<file path="src/rtl/key_entry_ctrl.sv">
// Keypad entry controller: handshakes keys from a scanner and assembles two signed operands plus an operator.
// Optional display output enabled by defining KEY_ENTRY_DISPLAY_EN.
module key_entry_ctrl (
   input  logic        clk,
   input  logic        rst,
   input  logic        read_input,
   input  logic [3:0]  keypad_input,
   input  logic [2:0]  operator_input,
   input  logic        equal_input,
   output logic        key_read,
   output logic [15:0] operand_a,
   output logic [15:0] operand_b,
   output logic [2:0]  op_code,
   output logic        calc_valid,
   output logic        entry_overflow
`ifdef KEY_ENTRY_DISPLAY_EN
   ,
   output logic [15:0] display_value
`endif
);

   localparam logic [2:0] OP_NEG = 3'b001;
   localparam logic [2:0] OP_ADD = 3'b010;
   localparam logic [2:0] OP_SUB = 3'b011;
   localparam logic [2:0] OP_MUL = 3'b100;

   typedef enum logic {HS_IDLE, HS_ACK}     hs_t;
   typedef enum logic {ENTRY_A, ENTRY_B}    entry_t;

   hs_t         hs_q;
   entry_t      entry_q;
   logic        key_read_q, calc_valid_q, eq_pend_q, ovf_q;
   logic [14:0] mag_a_q, mag_b_q;
   logic        neg_a_q, neg_b_q;
   logic [2:0]  op_code_q;

   logic [14:0] cur_mag;
   logic [19:0] mag_d;
   logic        digit_ok, digit_fits, take_key;

   // Wide enough for 32767*10+9 so the overflow compare never wraps.
   always_comb begin
      cur_mag    = (entry_q == ENTRY_A) ? mag_a_q : mag_b_q;
      mag_d      = {5'b0, cur_mag} * 20'd10 + {16'b0, keypad_input};
      digit_ok   = (keypad_input <= 4'd9);
      digit_fits = (mag_d <= 20'd32767);
      // Keys wait in the scanner while a result is being presented.
      take_key   = (hs_q == HS_IDLE) && read_input && !eq_pend_q && !calc_valid_q;
   end

   always_ff @(posedge clk) begin
      if (rst) begin
         hs_q         <= HS_IDLE;
         entry_q      <= ENTRY_A;
         key_read_q   <= 1'b0;
         calc_valid_q <= 1'b0;
         eq_pend_q    <= 1'b0;
         ovf_q        <= 1'b0;
         mag_a_q      <= '0;
         mag_b_q      <= '0;
         neg_a_q      <= 1'b0;
         neg_b_q      <= 1'b0;
         op_code_q    <= 3'b000;
      end else begin
         if (calc_valid_q) begin
            calc_valid_q <= 1'b0;
            entry_q      <= ENTRY_A;
            ovf_q        <= 1'b0;
            mag_a_q      <= '0;
            mag_b_q      <= '0;
            neg_a_q      <= 1'b0;
            neg_b_q      <= 1'b0;
            op_code_q    <= 3'b000;
         end else if (eq_pend_q) begin
            calc_valid_q <= 1'b1;
            eq_pend_q    <= 1'b0;
         end

         case (hs_q)
            HS_IDLE: begin
               if (take_key) begin
                  key_read_q <= 1'b1;
                  hs_q       <= HS_ACK;
                  if (equal_input) begin
                     if (entry_q == ENTRY_B) eq_pend_q <= 1'b1;
                  end else if (operator_input != 3'b000) begin
                     case (operator_input)
                        OP_NEG: begin
                           if (entry_q == ENTRY_A) neg_a_q <= ~neg_a_q;
                           else                    neg_b_q <= ~neg_b_q;
                        end
                        OP_ADD, OP_SUB, OP_MUL: begin
                           op_code_q <= operator_input;
                           entry_q   <= ENTRY_B;
                        end
                        default: ;
                     endcase
                  end else if (digit_ok) begin
                     if (!digit_fits)              ovf_q   <= 1'b1;
                     else if (entry_q == ENTRY_A)  mag_a_q <= mag_d[14:0];
                     else                          mag_b_q <= mag_d[14:0];
                  end
               end
            end
            HS_ACK: begin
               if (!read_input) begin
                  key_read_q <= 1'b0;
                  hs_q       <= HS_IDLE;
               end
            end
            default: hs_q <= HS_IDLE;
         endcase
      end
   end

   assign key_read       = key_read_q;
   assign calc_valid     = calc_valid_q;
   assign entry_overflow = ovf_q;
   assign op_code        = op_code_q;
   assign operand_a      = neg_a_q ? (16'd0 - {1'b0, mag_a_q}) : {1'b0, mag_a_q};
   assign operand_b      = neg_b_q ? (16'd0 - {1'b0, mag_b_q}) : {1'b0, mag_b_q};

`ifdef KEY_ENTRY_DISPLAY_EN
   assign display_value  = (entry_q == ENTRY_B) ? operand_b : operand_a;
`endif

endmodule
</file>
<file path="config.mk">
export PLATFORM = sky130hd
export DESIGN_NAME = key_entry_ctrl
export DESIGN_NICKNAME = d
export VERILOG_FILES = /design/src/rtl/key_entry_ctrl.sv
export SDC_FILE = /design/constraint.sdc
export NUM_CORES = 1
export LEC_CHECK = 0
export ABC_AREA = 1
export ABC_CLOCK_PERIOD_IN_PS = 8600
export BUFFER_PORTS_ARGS = -buffer_cell sky130_fd_sc_hd__buf_2
export CORE_MARGIN = 1.5
export CORE_UTILIZATION = 45
export DETAILED_ROUTE_END_ITERATION = 8
export PLACE_DENSITY = 0.62
export SKIP_CTS_REPAIR_TIMING = 1
export SYNTH_ARGS = -nofsm -noshare
export SYNTH_HDL_FRONTEND = slang
export SYNTH_SLANG_ARGS = --single-unit
</file>
<file path="constraint.sdc">
create_clock -name clk -period 8.6 [get_ports clk]
set_input_delay 0.43 -clock clk [delete_from_list [all_inputs] [get_ports clk]]
set_output_delay 0.43 -clock clk [all_outputs]
set_load 0.01 [all_outputs]
</file>
Word level (Yosys, flattened, before mapping)

Cells that the tools add are included.

Add/sub/neg operators: 3
Magnitude comparators: 2
Mux-type cells: 64
$mul: 1
Eq/ne operators: 6
Bitwise operators: 3
Reduce and logical (&&, ||, !) cells: 9

Operators by type and width:

| cell                                                             | count |
|---|---|
| two-way mux 15 bit                                               | 17 |
| two-way mux 1 bit                                                | 37 |
| two-way mux 16 bit                                               | 2 |
| subtractor 1 x 15 -> 16 bit, first input constant                | 2 |
| adder 19 x 4 -> 20 bit                                           | 1 |
| less-or-equal comparator 20 x 15 -> 1 bit, second input constant | 1 |
| multiplier 15 x 3 -> 18 bit, second input constant               | 1 |
| two-way mux 3 bit                                                | 6 |
| == test 3 x 2 -> 1 bit, second input constant                    | 2 |
| less-or-equal comparator 4 bit, second input constant            | 1 |
| inequality test 2 bit, second input constant                     | 2 |
| one-hot mux 1 bit (2 select lines)                               | 2 |
| == test 3 x 1 -> 1 bit, second input constant                    | 1 |
| == test 3 bit, second input constant                             | 1 |
| logical AND 1 bit                                                | 3 |
| inverter 1 bit                                                   | 3 |
| nonzero test 3 bit                                               | 1 |
| OR reduction 3 bit                                               | 1 |
| zero test 1 bit                                                  | 2 |
| AND reduction 2 bit                                              | 1 |
| OR reduction 2 bit                                               | 1 |

Bits in registers: 41
Output and inout port bits: 38
Bits of input ports: 11

Depth between registers and ports, before layout

Word-level depth: 10
Mapped depth: 25
Depth with buffers taken out: 24

Least setup slack after synthesis

No wires, ideal clock.

Kind: register to register
Start point: register entry_q
End point: register mag_a_q[12]
Slack: 5.009 ns
Path buffers: 3
Cell stages (with the launch flop): 21
Data arrival time: 3.476 ns
Cells stage by stage: dfxtp_1 > clkbuf_1 > clkbuf_1 > nand2_1 > o21ai_0 > ha_1 > ha_1 > inv_1 > fa_1 > inv_1 > nand2_1 > nor2_2 > nand3_2 > nor2_4 > nand4_4 > o21bai_4 > nand3_4 > buf_6 > nand2_1 > o21ai_1 > and2_1

Word-level cells in the longest chain between the ends: 10
Elaborated cells between the ends (all ways): 11

Ends and longest elaborated chain:

| item                                                                            | line    | RTL |
|---|---|---|
| start: declaration                                                              | 31      | `entry_t entry_q;` |
| start signal: assignment                                                        | 54      | `entry_q <= ENTRY_A;` |
| start signal: assignment                                                        | 67      | `entry_q <= ENTRY_A;` |
| start signal: assignment                                                        | 94      | `entry_q <= ENTRY_B;` |
| two-way mux 15 bit                                                              | 43      | `cur_mag = (entry_q == ENTRY_A) ? mag_a_q : mag_b_q;` |
| multiplier 15 x 3 -> 18 bit                                                     | 44      | `mag_d = {5'b0, cur_mag} * 20'd10 + {16'b0, keypad_input};` |
| adder 19 x 4 -> 20 bit                                                          | 44      |  |
| less-or-equal comparator 20 x 15 -> 1 bit or two-way mux 15 bit (tied branches) | 46, 100 |  |
| two-way mux 15 bit (*)                                                          | 99      | `if (!digit_fits) ovf_q <= 1'b1;` |
| two-way mux 15 bit (*)                                                          | 98      | `end else if (digit_ok) begin` |
| two-way mux 15 bit (*)                                                          | 86      | `end else if (operator_input != 3'b000) begin` |
| two-way mux 15 bit (*)                                                          | 84      | `if (equal_input) begin` |
| two-way mux 15 bit (*)                                                          | 81      | `if (take_key) begin` |
| two-way mux 15 bit (*)                                                          | 79      | `case (hs_q)` |
| end signal: assignment                                                          | 100     | `else if (entry_q == ENTRY_A) mag_a_q <= mag_d[14:0];` |
| end: declaration                                                                | 33      | `logic [14:0] mag_a_q, mag_b_q;` |

Mark *: on every way between the ends. The rest lies on a longest branch, timed or not.
A chain may end at the register's enable or synchronous reset.

Worst setup path after layout

Start point: register entry_q
End point: register mag_b_q[11]

Word-level cells in the longest chain between the ends: 10
Elaborated cells between the ends (all ways): 11

Ends and longest elaborated chain:

| item                                                                            | line    | RTL |
|---|---|---|
| two-way mux 15 bit                                                              | 43      |  |
| multiplier 15 x 3 -> 18 bit                                                     | 44      |  |
| adder 19 x 4 -> 20 bit                                                          | 44      |  |
| less-or-equal comparator 20 x 15 -> 1 bit or two-way mux 15 bit (tied branches) | 46, 100 |  |
| two-way mux 15 bit (*)                                                          | 99      |  |
| two-way mux 15 bit (*)                                                          | 98      |  |
| two-way mux 15 bit (*)                                                          | 86      |  |
| two-way mux 15 bit (*)                                                          | 84      |  |
| two-way mux 15 bit (*)                                                          | 81      |  |
| two-way mux 15 bit (*)                                                          | 79      |  |
| end signal: assignment                                                          | 101     | `else mag_b_q <= mag_d[14:0];` |
| end: declaration                                                                | 33      |  |

Marks and branches as above.

==> out/metrics.cfg <==
[outcome]
status=finished, violations left
violations=DRC

[finish]
n_fill_cell=949
area_delta_synth_final_pct=8.82
final_cell_area_sq_um=4480
finalNonFillerCells=807
utilization_pct=50.8
final-seq-area_sq_um=821
multi_input_area_sq_um=2790
fin_nets=743
drive_gt1_share_pct=12.9
n_antenna_cell=0

[power_and_ir_drop]
p_leak_nw=2.46
ir_drop_mv=0.0635
p_per_area_nw_per_um2=96.9

[global_routing]
grt_pass1_vias=3952
grt_pass1_wl_um=18700
antenna_found_initial=0
grt_usage_pct=23.7
grt-ovfl-total=0
grt_max_degree=34

[routing]
drtPass1Iterations=7
viasPerCell=5.26
route.vias.total=4241
drtIter0Drc=297
wirelength_um=11500
ant_nets=0
routedWlPerCell_um=14.2
drc=6

[cts]
clock_latency_ns=0.30
cts_root_buf=clkbuf_8
cts_tree=yes
cts.path.max_buffers=2
cts_buffers=5
clock_sinks=41
path_clk_slew_ns=0.08
htree_levels=2

[logic_synthesis]
netlist_area_sq_um=4110
syn_area_per_cell_sq_um=6.20
synth_ff_type=dfxtp_1
synth_nets=708
synth-edff-count=0
yosys.area.top_type=dfxtp_1
synth-seq-cells=41
synth.area.top_cells=dfxtp_1 20%, nand2_1 15%, ha_1 9.4%, inv_1 8.4%, nor2_1 6.7%
synthArstFlopShare_pct=0
netlist.area_leader.share_pct=20.0
synthDistinctLibCells=40
yosys_warnings=0
ys_seq_area_share_pct=20.0
synth_cells=664

[critical_path]
worstSetupPathType=reg -> reg
worstSetupStartpointType=flop
endpoint_kind=flop
arrival_ns=4.85
worstPathRequired_ns=8.79
crit_fanout=33

[timing]
rsz0062_at_grt=false
finalHoldViolCount=0
tightest_slew_ns=1.10
drv_slew=0
finClkSkew_ns=0.00821
setup_viol=0
finalSetupTns_ns=0
max_slew_margin_pct=26.9
fmax_mhz=215
setup_slack_ns=3.94
finalCriticalPeriod_ns=4.66
finalCritPeriodShare_pct=54.2

[die]
die-area_sq_um=9720
die_h_um=98.6
io_pins=49
fp.coreArea_sq_um=8810
die_width_um=98.6
row_count=34
initial_core_util_pct=46.7

[placed_design]
dp_cells=800
post-dp-hpwl_um=9070
pre_cts_ws_ns=3.98
numPortBuffers=48
placed_area_sq_um=4370
gp_congestion=0.969

[worst_hold_path]
hold_path.class=in -> reg

[flow_run]
cap_violations=0

==> routing by layer <==
layer / track usage (%) / vias up / part of all wire (%)
li1: - / 2189 / -
met1: 31.8 / 1928 / 47
met2: 41.0 / 112 / 46
met3: 2.98 / 12 / 5.6
met4: 5.05 / 0 / 1.2
met5: 0 / - / 0
==> power by group <==
| group | switching, mW | leakage, nW | total (mW) | internal [mW] |
|---|---|---|---|---|
| Sequential | 0.00578 | 0.332 | 0.199 | 0.193 |
| Clock | 0.0699 | 0.0540 | 0.154 | 0.0845 |
| Combinational | 0.0534 | 2.07 | 0.0800 | 0.0267 |
| Total | 0.129 | 2.46 | 0.434 | 0.305 |
==> stage by stage <==
step / power (mW) / hold WS [ns]
floorplan: 0.258 / 0.440
global placement: 0.282 / 0.452
detailed placement: 0.283 / 0.456
CTS: 0.436 / 0.384
global route: 0.455 / 0.405
finish: 0.434 / 0.396
==> cell families after synthesis <==
| kind of cell | after synthesis | share of synthesized area [%] |
|---|---|---|
| AO/OA/AOI/OAI | 82 | 11.2 |
| flip-flops | 41 | 20.0 |
| buffers and inverters | 122 | 12.1 |
| AND/OR/NAND/NOR | 350 | 38.7 |
| adder cells (fa/ha/maj) | 33 | 10.4 |
| XOR/XNOR | 36 | 7.66 |
==> cell type report <==
class	count	share of cell area (%)
timing repair buffer	48	5.37
sequential	41	18.3
inverter	102	8.55
multi-input combinational	501	62.4
tap	108	3.02
clock buffer	5	1.54
clock inverter	2	0.783
==> sequential cells by signal, summed over array words and instances (netlist names) <==
| name | count |
|---|---|
| eq_pend_q | 1 |
| op_code | 3 |
| entry_q | 1 |
| neg_b_q | 1 |
| mag_a_q | 15 |
| neg_a_q | 1 |
| mag_b_q | 15 |
| entry_overflow | 1 |
| hs_q | 1 |
| calc_valid | 1 |
| key_read | 1 |
==> placed cells by master (no fill, tap or decap), types with 22 or more instances in the layout <==
cell	count
a21oi_1	22
nor2_1	73
o21ai_0	30
xor2_1	31
nand3_1	43
nand2_1	169
buf_2	48
dfxtp_1	41
ha_1	31
inv_1	92
==> critical path: stages, from the launching register on <==
cell and delay [ns]:
dfxtp_1 1.05, nand2_1 0.18, o21ai_0 0.21, inv_1 0.14
ha_1 0.30, ha_1 0.22, inv_1 0.08, fa_1 0.54
nor2_1 0.08, nand3b_1 0.13, nand2_1 0.08, nand2_1 0.10
nor2_1 0.08, nand3_1 0.18, nand3_1 0.15, o21bai_4 0.35
nand3_4 0.33, nand2_1 0.15, o21ai_1 0.07, and2_1 0.14
==> synth_stat cells (8+ instances only) <==
library cell    n
xor2_1         31
o21ai_0        30
inv_1          92
nand3_1        43
nand4_1        12
o21ai_1        13
a21oi_1        22
nor2_1         73
nand2_1       169
and2_1         12
dfxtp_1        41
ha_1           31
clkbuf_1       12
inv_2           8
nor3_1         15
==> path summary, 6_finish.rpt <==
path                  startpoint              to  slack, ns  cells past startpoint
setup / recovery         entry_q     mag_b_q[11]       3.94                     19
hold reg to reg   entry_overflow  entry_overflow       0.46                      2
setup reg to reg         entry_q     mag_b_q[11]       3.94                     19
hold / removal        read_input            hs_q       0.40                      3
(Power assumes the default switching activity.)
